File: config.mk
export PLATFORM = sky130hd
export DESIGN_NAME = zxuno_regport_flat
export DESIGN_NICKNAME = d
export VERILOG_FILES = /design/src/rtl/zxuno_regport_pkg.sv /design/src/rtl/zxuno_regport_if.sv /design/src/rtl/zxuno_strobe_edge.sv /design/src/rtl/zxuno_regport.sv /design/src/flat_wrapper.sv
export SDC_FILE = /design/constraint.sdc
export NUM_CORES = 1
export LEC_CHECK = 0
export CAP_MARGIN = 25
export CORE_MARGIN = 2
export CORE_UTILIZATION = 39
export CTS_CLUSTER_DIAMETER = 50
export DETAILED_ROUTE_END_ITERATION = 10
export GPL_TIMING_DRIVEN = 1
export HOLD_SLACK_MARGIN = 0.1
export PLACE_DENSITY = 0.95
export SKIP_CTS_REPAIR_TIMING = 1
export SLEW_MARGIN = 30
export SYNTH_ARGS = -nofsm -noshare
export SYNTH_HDL_FRONTEND = slang
export SYNTH_SLANG_ARGS = --single-unit
File: constraint.sdc
create_clock -name clk -period 6.1 [get_ports clk]
set_input_delay 1.525 -clock clk [delete_from_list [all_inputs] [get_ports clk]]
set_output_delay 1.525 -clock clk [all_outputs]
set_load 0.01 [all_outputs]
File: src/rtl/zxuno_regport_pkg.sv
// zxuno_regport_pkg
// Shared configuration for the ZX-Uno register port front end and the
// register blocks hanging off it: default I/O port addresses, the value
// the register-select latch takes on reset, the address-port value that
// arms auto-increment (ZXUNO_ADDR_AUTOINC_EN builds), the front-end FSM
// state encoding and register numbers already decoded downstream.
package zxuno_regport_pkg;

    localparam logic [15:0] ADDR_PORT_DEFAULT = 16'hFC3B;
    localparam logic [15:0] DATA_PORT_DEFAULT = 16'hFD3B;
    localparam logic [7:0]  RST_ADDR_DEFAULT  = 8'h00;

    // Address-port value that arms auto-increment instead of selecting a register
    localparam logic [7:0]  AUTOINC_SELECT    = 8'hFE;

    // Register numbers decoded by downstream blocks
    localparam logic [7:0]  REG_DEVOPTIONS    = 8'h0E;
    localparam logic [7:0]  REG_COREID        = 8'hFF;

    typedef enum logic [1:0] {
        ST_IDLE    = 2'd0,
        ST_WPULSE  = 2'd1,
        ST_WWAIT   = 2'd2,
        ST_RACTIVE = 2'd3
    } regport_state_t;

endpackage

File: src/rtl/zxuno_regport_if.sv
// zxuno_regport_if
// Z80 I/O bus as seen by the register port.
//   a, iorq_n, m1_n, rd_n, wr_n, din : driven by the CPU side (master)
//   dout, oe                         : address-port readback (slave)
interface zxuno_regport_if;

    logic [15:0] a;
    logic        iorq_n;
    logic        m1_n;
    logic        rd_n;
    logic        wr_n;
    logic [7:0]  din;
    logic [7:0]  dout;
    logic        oe;

    modport master (
        output a, iorq_n, m1_n, rd_n, wr_n, din,
        input  dout, oe
    );

    modport slave (
        input  a, iorq_n, m1_n, rd_n, wr_n, din,
        output dout, oe
    );

endinterface

File: src/rtl/zxuno_strobe_edge.sv
// zxuno_strobe_edge
// Registers one active-low CPU strobe and flags its falling edge.
//   clk, rst_n : clock, asynchronous active-low reset
//   strobe_n   : raw strobe, synchronous to clk
//   fall       : high while strobe_n is low and its previous sample was high
module zxuno_strobe_edge (
    input  logic clk,
    input  logic rst_n,
    input  logic strobe_n,
    output logic fall
);

    logic strobe_q;

    // Reset to "previously low": a strobe already held low when reset
    // releases must not be mistaken for a fresh falling edge.
    always_ff @(posedge clk or negedge rst_n) begin
        if (!rst_n) begin
            strobe_q <= 1'b0;
        end else begin
            strobe_q <= strobe_n;
        end
    end

    assign fall = strobe_q && !strobe_n;

endmodule

File: src/rtl/zxuno_regport.sv
// zxuno_regport
// Z80-facing front end of the ZX-Uno extended register bank. Decodes the
// register-select port and the register-data port, holds the select latch
// and produces clean read/write strobes for downstream register blocks.
//   clk, rst_n    : clock, asynchronous active-low reset
//   bus           : CPU I/O bus (slave modport); dout/oe return the select
//                   latch on address-port reads, FFh/0 otherwise
//   zxuno_addr    : current register-select latch
//   zxuno_regrd   : level, high while a data-port read is in progress
//   zxuno_regwr   : one-cycle data-port write strobe
//   zxuno_wrdata  : data captured for the write strobe
// Build option ZXUNO_ADDR_AUTOINC_EN adds regaddr_autoinc_active: writing
// FEh to the address port arms auto-increment of zxuno_addr after every
// data-port transfer; any other address write disarms it.
module zxuno_regport
    import zxuno_regport_pkg::*;
#(
    parameter logic [15:0] ADDR_PORT = ADDR_PORT_DEFAULT,
    parameter logic [15:0] DATA_PORT = DATA_PORT_DEFAULT,
    parameter logic [7:0]  RST_ADDR  = RST_ADDR_DEFAULT
) (
    input  logic             clk,
    input  logic             rst_n,
    zxuno_regport_if.slave   bus,
    output logic [7:0]       zxuno_addr,
    output logic             zxuno_regrd,
    output logic             zxuno_regwr,
    output logic [7:0]       zxuno_wrdata
`ifdef ZXUNO_ADDR_AUTOINC_EN
    ,
    output logic             regaddr_autoinc_active
`endif
);

    logic sel_addr;
    logic sel_data;
    logic rd_fall;
    logic wr_fall;

    regport_state_t state;
    regport_state_t state_next;
    logic           addr_write;
    logic           data_write;

    assign sel_addr = !bus.iorq_n && bus.m1_n && (bus.a == ADDR_PORT);
    assign sel_data = !bus.iorq_n && bus.m1_n && (bus.a == DATA_PORT);

    zxuno_strobe_edge u_rd_edge (
        .clk      (clk),
        .rst_n    (rst_n),
        .strobe_n (bus.rd_n),
        .fall     (rd_fall)
    );

    zxuno_strobe_edge u_wr_edge (
        .clk      (clk),
        .rst_n    (rst_n),
        .strobe_n (bus.wr_n),
        .fall     (wr_fall)
    );

    always_ff @(posedge clk or negedge rst_n) begin
        if (!rst_n) begin
            state <= ST_IDLE;
        end else begin
            state <= state_next;
        end
    end

    // Only IDLE reacts to new strobe edges, so a long or overlapping
    // access produces exactly one strobe. Writes win over reads.
    always_comb begin
        state_next = state;
        addr_write = 1'b0;
        data_write = 1'b0;
        case (state)
            ST_IDLE: begin
                if (wr_fall && sel_addr) begin
                    addr_write = 1'b1;
                end else if (wr_fall && sel_data) begin
                    data_write = 1'b1;
                    state_next = ST_WPULSE;
                end else if (rd_fall && sel_data) begin
                    state_next = ST_RACTIVE;
                end
            end
            ST_WPULSE: begin
                state_next = ST_WWAIT;
            end
            ST_WWAIT: begin
                if (bus.wr_n || bus.iorq_n) begin
                    state_next = ST_IDLE;
                end
            end
            ST_RACTIVE: begin
                if (bus.rd_n || bus.iorq_n) begin
                    state_next = ST_IDLE;
                end
            end
            default: begin
                state_next = ST_IDLE;
            end
        endcase
    end

    assign zxuno_regwr = (state == ST_WPULSE);
    assign zxuno_regrd = (state == ST_RACTIVE);

`ifdef ZXUNO_ADDR_AUTOINC_EN
    logic xfer_done;

    assign xfer_done = (state == ST_WWAIT || state == ST_RACTIVE) && (state_next == ST_IDLE);

    // FEh arms auto-increment and leaves the latch alone; the latch then
    // steps once at the end of every data-port transfer.
    always_ff @(posedge clk or negedge rst_n) begin
        if (!rst_n) begin
            zxuno_addr             <= RST_ADDR;
            zxuno_wrdata           <= 8'h00;
            regaddr_autoinc_active <= 1'b0;
        end else begin
            if (data_write) begin
                zxuno_wrdata <= bus.din;
            end
            if (addr_write) begin
                if (bus.din == AUTOINC_SELECT) begin
                    regaddr_autoinc_active <= 1'b1;
                end else begin
                    regaddr_autoinc_active <= 1'b0;
                    zxuno_addr             <= bus.din;
                end
            end else if (xfer_done && regaddr_autoinc_active) begin
                zxuno_addr <= zxuno_addr + 8'd1;
            end
        end
    end
`else
    always_ff @(posedge clk or negedge rst_n) begin
        if (!rst_n) begin
            zxuno_addr   <= RST_ADDR;
            zxuno_wrdata <= 8'h00;
        end else begin
            if (data_write) begin
                zxuno_wrdata <= bus.din;
            end
            if (addr_write) begin
                zxuno_addr <= bus.din;
            end
        end
    end
`endif

    // Address-port readback is combinational so it tracks rd_n directly.
    assign bus.oe   = sel_addr && !bus.rd_n;
    assign bus.dout = bus.oe ? zxuno_addr : 8'hFF;

endmodule
File: src/flat_wrapper.sv
// flat-port wrapper written by rule: the top's interface ports become plain ports
module zxuno_regport_flat import zxuno_regport_pkg::*;
#(
    parameter logic [15:0] ADDR_PORT = ADDR_PORT_DEFAULT,
    parameter logic [15:0] DATA_PORT = DATA_PORT_DEFAULT,
    parameter logic [7:0]  RST_ADDR  = RST_ADDR_DEFAULT
)
  (clk, rst_n, zxuno_addr, zxuno_regrd, zxuno_regwr, zxuno_wrdata, bus_a, bus_iorq_n, bus_m1_n, bus_rd_n, bus_wr_n, bus_din, bus_dout, bus_oe);
  zxuno_regport_if bus_i ();
  input  logic clk;
  input  logic rst_n;
  output logic [7:0] zxuno_addr;
  output logic zxuno_regrd;
  output logic zxuno_regwr;
  output logic [7:0] zxuno_wrdata;
  input wire logic [$bits(bus_i.a)-1:0] bus_a;
  input wire logic [$bits(bus_i.iorq_n)-1:0] bus_iorq_n;
  input wire logic [$bits(bus_i.m1_n)-1:0] bus_m1_n;
  input wire logic [$bits(bus_i.rd_n)-1:0] bus_rd_n;
  input wire logic [$bits(bus_i.wr_n)-1:0] bus_wr_n;
  input wire logic [$bits(bus_i.din)-1:0] bus_din;
  output wire logic [$bits(bus_i.dout)-1:0] bus_dout;
  output wire logic [$bits(bus_i.oe)-1:0] bus_oe;
  assign bus_i.a = bus_a;
  assign bus_i.iorq_n = bus_iorq_n;
  assign bus_i.m1_n = bus_m1_n;
  assign bus_i.rd_n = bus_rd_n;
  assign bus_i.wr_n = bus_wr_n;
  assign bus_i.din = bus_din;
  assign bus_dout = bus_i.dout;
  assign bus_oe = bus_i.oe;
  zxuno_regport #(.ADDR_PORT(ADDR_PORT), .DATA_PORT(DATA_PORT), .RST_ADDR(RST_ADDR)) u_core (.clk(clk), .rst_n(rst_n), .bus(bus_i), .zxuno_addr(zxuno_addr), .zxuno_regrd(zxuno_regrd), .zxuno_regwr(zxuno_regwr), .zxuno_wrdata(zxuno_wrdata));
endmodule
Word-level counts from Yosys, hierarchy flattened
Index checks and enable logic that the tools add are counted.
W data, S select, Z words.
{"block": "word_totals", "register_bits": 20, "input_bits": 30, "output_inout_bits": 27, "word_cells": 42}
{"block": "op_classes", "eq_ne": 9, "n_mux": 12, "n_reduce_logical": 16}
{"op": "$eq A16 B16 Y1 const B", "count": 2}
{"op": "$mux W2", "count": 5}
{"op": "$logic_and A1 B1 Y1", "count": 9}
{"op": "$mux W8", "count": 1}
{"op": "$pmux W2 S4", "count": 1}
{"op": "$mux W1", "count": 5}
{"op": "$eq A2 B2 Y1 const B", "count": 2}
{"op": "$ne A2 B1 Y1 const B", "count": 2}
{"op": "$reduce_and A4 Y1", "count": 1}
{"op": "$logic_not A1 Y1", "count": 3}
{"op": "$ne A3 B1 Y1 const B", "count": 1}
{"op": "$eq A2 B1 Y1 const B", "count": 1}
{"op": "$logic_not A2 Y1", "count": 1}
{"op": "$logic_or A1 B1 Y1", "count": 2}
{"op": "$ne A2 B2 Y1 const B", "count": 1}

Depth between registers and ports, before layout
{"block": "depth", "depth_word": 8, "depth_mapped": 5}

By module
From an unflattened synthesis, not the netlist that was laid out.
{"block": "unflattened", "hier_cells": 74, "hier_area_um2": 969.7}
{"module": "zxuno_regport", "instances": 1, "cells_each": 70, "area_each_um2": 892.1, "seq_area_each_um2": 450.4}
{"module": "zxuno_strobe_edge", "instances": 2, "cells_each": 2, "area_each_um2": 38.8, "seq_area_each_um2": 25.0}

Least setup slack after synthesis
OpenSTA, ideal clock, no wires.
{"block": "synth_path", "kind": "input to output", "startpoint": "in bus_a[2]", "endpoint": "out bus_dout[0]", "arrival_time_ns": 2.901, "slack_ns": 1.674, "path_stages": 5, "cell_sequence": "nand2b_2 or4b_1 or3_1 buf_2 or2_1"}
{"block": "synth_via", "elab_chain_len": 4}
{"item": "from (decl)", "line_no": "flat_wrapper.sv:16", "source": "input wire logic [$bits(bus_i.a)-1:0] bus_a;"}
{"item": "$eq A16 B16 Y1", "line_no": "zxuno_regport.sv:45", "source": "assign sel_addr = !bus.iorq_n && bus.m1_n && (bus.a == ADDR_PORT);"}
{"item": "$logic_and A1 B1 Y1", "line_no": "zxuno_regport.sv:45"}
{"item": "$logic_and A1 B1 Y1", "line_no": "zxuno_regport.sv:154", "source": "assign bus.oe = sel_addr && !bus.rd_n;"}
{"item": "$mux W8", "line_no": "zxuno_regport.sv:155", "source": "assign bus.dout = bus.oe ? zxuno_addr : 8'hFF;"}
{"item": "to (decl)", "line_no": "flat_wrapper.sv:22", "source": "output wire logic [$bits(bus_i.dout)-1:0] bus_dout;"}
Every way passes these cells.

Final worst setup path
{"block": "layout_path", "startpoint": "in bus_iorq_n", "endpoint": "out bus_dout[5]"}
{"block": "layout_via", "elab_chain_len": 5}
{"item": "from (decl)", "line_no": "flat_wrapper.sv:17", "source": "input wire logic [$bits(bus_i.iorq_n)-1:0] bus_iorq_n;"}
{"item": "$logic_not A1 Y1", "line_no": "zxuno_regport.sv:45"}
{"item": "$logic_and A1 B1 Y1 (2 in series)", "line_no": "zxuno_regport.sv:45"}
{"item": "$logic_and A1 B1 Y1", "line_no": "zxuno_regport.sv:154"}
{"item": "$mux W8", "line_no": "zxuno_regport.sv:155"}
Every way passes these cells.

==> flow_summary_export.csv <==
group,metric,value,unit
finish,final_core_util,70.2,%
finish,drive_gt1_share,17.2,%
worst_setup_path,reg2reg_to,"u_core.zxuno_wrdata[4]",
outcome,status,"complete, no violations",
placed_design,dpl.hpwl,1.88,mm
pwr,p_leak,0.695,nW
yosys,ys_seq_elements,20,
clock_tree,cts_max_path_buffers,2,
finish,ff_latch_area,500,um2
worst_setup_path,critPathSlowestCell,"or3_1",
worst_setup_path,worstSetupEndpoint,"bus_dout[5]",
timing,grt_setup_unrepaired,"false",
drt,drtIter0Drc,2,
clock_tree,clkSlewWorstSetupHoldPaths,0.11,ns
worst_setup_path,cp_data_arrival_time,3.92,ns
worst_setup_path,critical_path.endpoint_type,"output port",
timing,clock.fmax,184,MHz
timing,tns,0,ns
hold_path,min_path_type,"reg -> reg",
grt,grt_pass1_wl,3.85,mm
worst_setup_path,startpoint_type,"input pin",
pwr,powerDensity,170,mW/mm2
drt,vias,841,
clock_tree,cts_tree,"built",
yosys,synth_area_leader_cell,"dfrtp_1",
timing,fin_skew,0.00461,ns
finish,multi_input_area,423,um2
worst_setup_path,crit_path_cell_trace,"clkdlybuf4s50_1, nand4b_4, or4b_1, or3_1, or2_1, clkdlybuf4s50_1",
worst_setup_path,path_delay_family,"simple AND/OR/NAND/NOR gates",
placed_design,place.gp.congestion,0.759,
yosys,synth_ff_type,"dfrtp_1",
drt,wirelength,2.39,mm
timing,max_slew_margin,43.6,%
yosys,synth_area_leaders,"dfrtp_1 (53%), mux2_2 (19%), or2_1 (5.3%)",
clock_tree,clkSinkCount,20,
grt,track_usage,19.7,%
grt,grt_max_degree,21,
die,row_count,17,
timing,hold_viol,0,
worst_setup_path,max_stage_delay,0.51,ns
timing,tightest_slew,0.843,ns
die,die_y,53.1,um
die,ios,57,
grt,grt_overflow_total,0,
yosys,async_flop_share,100,%
worst_setup_path,worst-path-stages,6,
worst_setup_path,cp.buffers_inverters,2,
clock_tree,cts_htree_levels,1,
finish,n_antenna_cell,0,
finish,n_fill_cell,172,
worst_setup_path,critPathMaxFanout,9,
drt,wl_per_cell,14.7,um
die,initial_core_util,41.7,%
timing,period_minus_slack,5.44,ns
pwr,total_power,0.269,mW
die,dieArea,0.00282,mm2
yosys,syn-num-nets,105,
drt,route.detailed.drc,0,
yosys,syn_area_per_cell,12.5,um2
die,die_w,53.1,um
drt,via_per_inst,5.19,
worst_setup_path,required,4.58,ns
yosys,synth_most_common_cell,"dfrtp_1",
die,core,0.00225,mm2
job,drv_cap,0,
yosys,synth_edf_count,0,
worst_setup_path,critPathLaunch,"bus_iorq_n",
yosys,syn_area,940,um2
timing,timing.final.crit_share,89.2,%
worst_setup_path,rr_worst_depth,4,
drt,ant_nets,0,
yosys,yosysSeqAreaShare,53.3,%
placed_design,port_buffers,56,
finish,syn_to_final_growth,68.4,%
pwr,ir_drop,0.155,mV
yosys,ys.warnings.count,0,
worst_setup_path,crit_type,"in -> out",
timing,setup-violations-final,0,
drt,first_pass_iters,4,
timing,hold_ws,0.515,ns
yosys,synth_cells,75,
clock_tree,numCtsBuffers,3,
finish,final_nets,165,
worst_setup_path,crit_top_cell,"clkdlybuf4s50_1",
finish,instances_no_fill,162,
grt,antenna_found_initial,0,
yosys,ys_top_cells_by_count,"dfrtp_1 (20), mux2_2 (16), or2_1 (8), inv_1 (3), o21ai_0 (3)",
worst_setup_path,r2r_start,"u_core.state[0]",
timing,maxSlewViolCount,0,
grt,grt_pass1_vias,906,
clock_tree,clk_latency,0.30,ns
worst_setup_path,r2r_setup_slack,4.08,ns
placed_design,place_inst,158,
yosys,synth_top_cell_area_share,53.3,%
clock_tree,cts-root-buf,"clkbuf_4",
yosys,synth.distinct_cells,26,
[kinds of logic after synthesis]
kind of cell	after synthesis	share of synthesized area [%]
AOI/OAI and AO/OA	5	2.93
DFF	20	53.3
and+or+nand+nor	30	22.9
muxes	16	19.2
buffers and inverters	4	1.73
[per-layer routing]
metal | track usage, % | share of wire, %
met3 | 4.80 | 7.5
met2 | 34.0 | 49
met4 | 11.5 | 2.7
met5 | 0 | 0
met1 | 21.9 | 40
[worst min-delay path by stage]
stage                                 startpoint                endpoint  slack, ns  cells past startpoint
after detailed placement  u_core.zxuno_wrdata[7]  u_core.zxuno_wrdata[7]       0.50                      1
after CTS                 u_core.zxuno_wrdata[7]  u_core.zxuno_wrdata[7]       0.52                      1
after global routing      u_core.zxuno_wrdata[0]  u_core.zxuno_wrdata[0]       0.54                      1
after floorplan                  u_core.state[0]         u_core.state[0]       0.51                      1
after global placement    u_core.zxuno_wrdata[7]  u_core.zxuno_wrdata[7]       0.49                      1
final                     u_core.zxuno_wrdata[7]  u_core.zxuno_wrdata[7]       0.51                      1
[area by class of cell]
type	count	share of cell area, %
repair buffers	56	35.4
clock inverters	1	1.90
multi-input cells	51	26.7
flip-flops and latches	20	31.6
clock buffers	3	1.42
well taps	28	2.21
inverters	3	0.711
[state kept, by name, indices dropped and copies added, names as in the netlist]
signal,count
u_core.zxuno_addr,8
u_core.zxuno_wrdata,8
u_core.state,2
u_core.u_rd_edge.strobe_q,1
u_core.u_wr_edge.strobe_q,1
[cell usage in the layout, fill, tap and decap left out]
master,netlist,routed
clkdlybuf4s50_1,0,56
nand2b_1,1,1
nand4_1,1,1
or4b_1,1,1
dfrtp_1,20,20
or2_1,8,8
nand3_1,1,1
bufinv_16,0,1
or3_1,1,1
nand2_1,2,2
nor2_1,2,2
nor4b_1,2,2
inv_1,3,3
mux2_2,16,16
and2_1,1,1
a21oi_1,1,1
or4_1,2,2
nand4b_4,1,1
clkbuf_4,0,3
nand4bb_1,1,1
a22oi_1,1,1
nor4_1,1,1
nand3b_1,1,1
or2_2,1,1
o21ai_0,3,3
nand2b_2,1,1
nor3b_1,1,1
nor2b_1,1,1
[per-stage QoR]
stage	worst slack, ns	instance area (um2)
floorplan	1.67	940
CTS	0.636	1580
finish	0.657	1580
global route	0.566	1580
global placement	0.670	1530
detailed placement	0.633	1530
[where the power goes]
group | total [mW] | switching [mW] | internal (mW)
Clock | 0.108 | 0.0414 | 0.0664
Combinational | 0.0272 | 0.00858 | 0.0186
Sequential | 0.134 | 0.000308 | 0.133
Note: power is estimated with default switching activity, not from simulation.
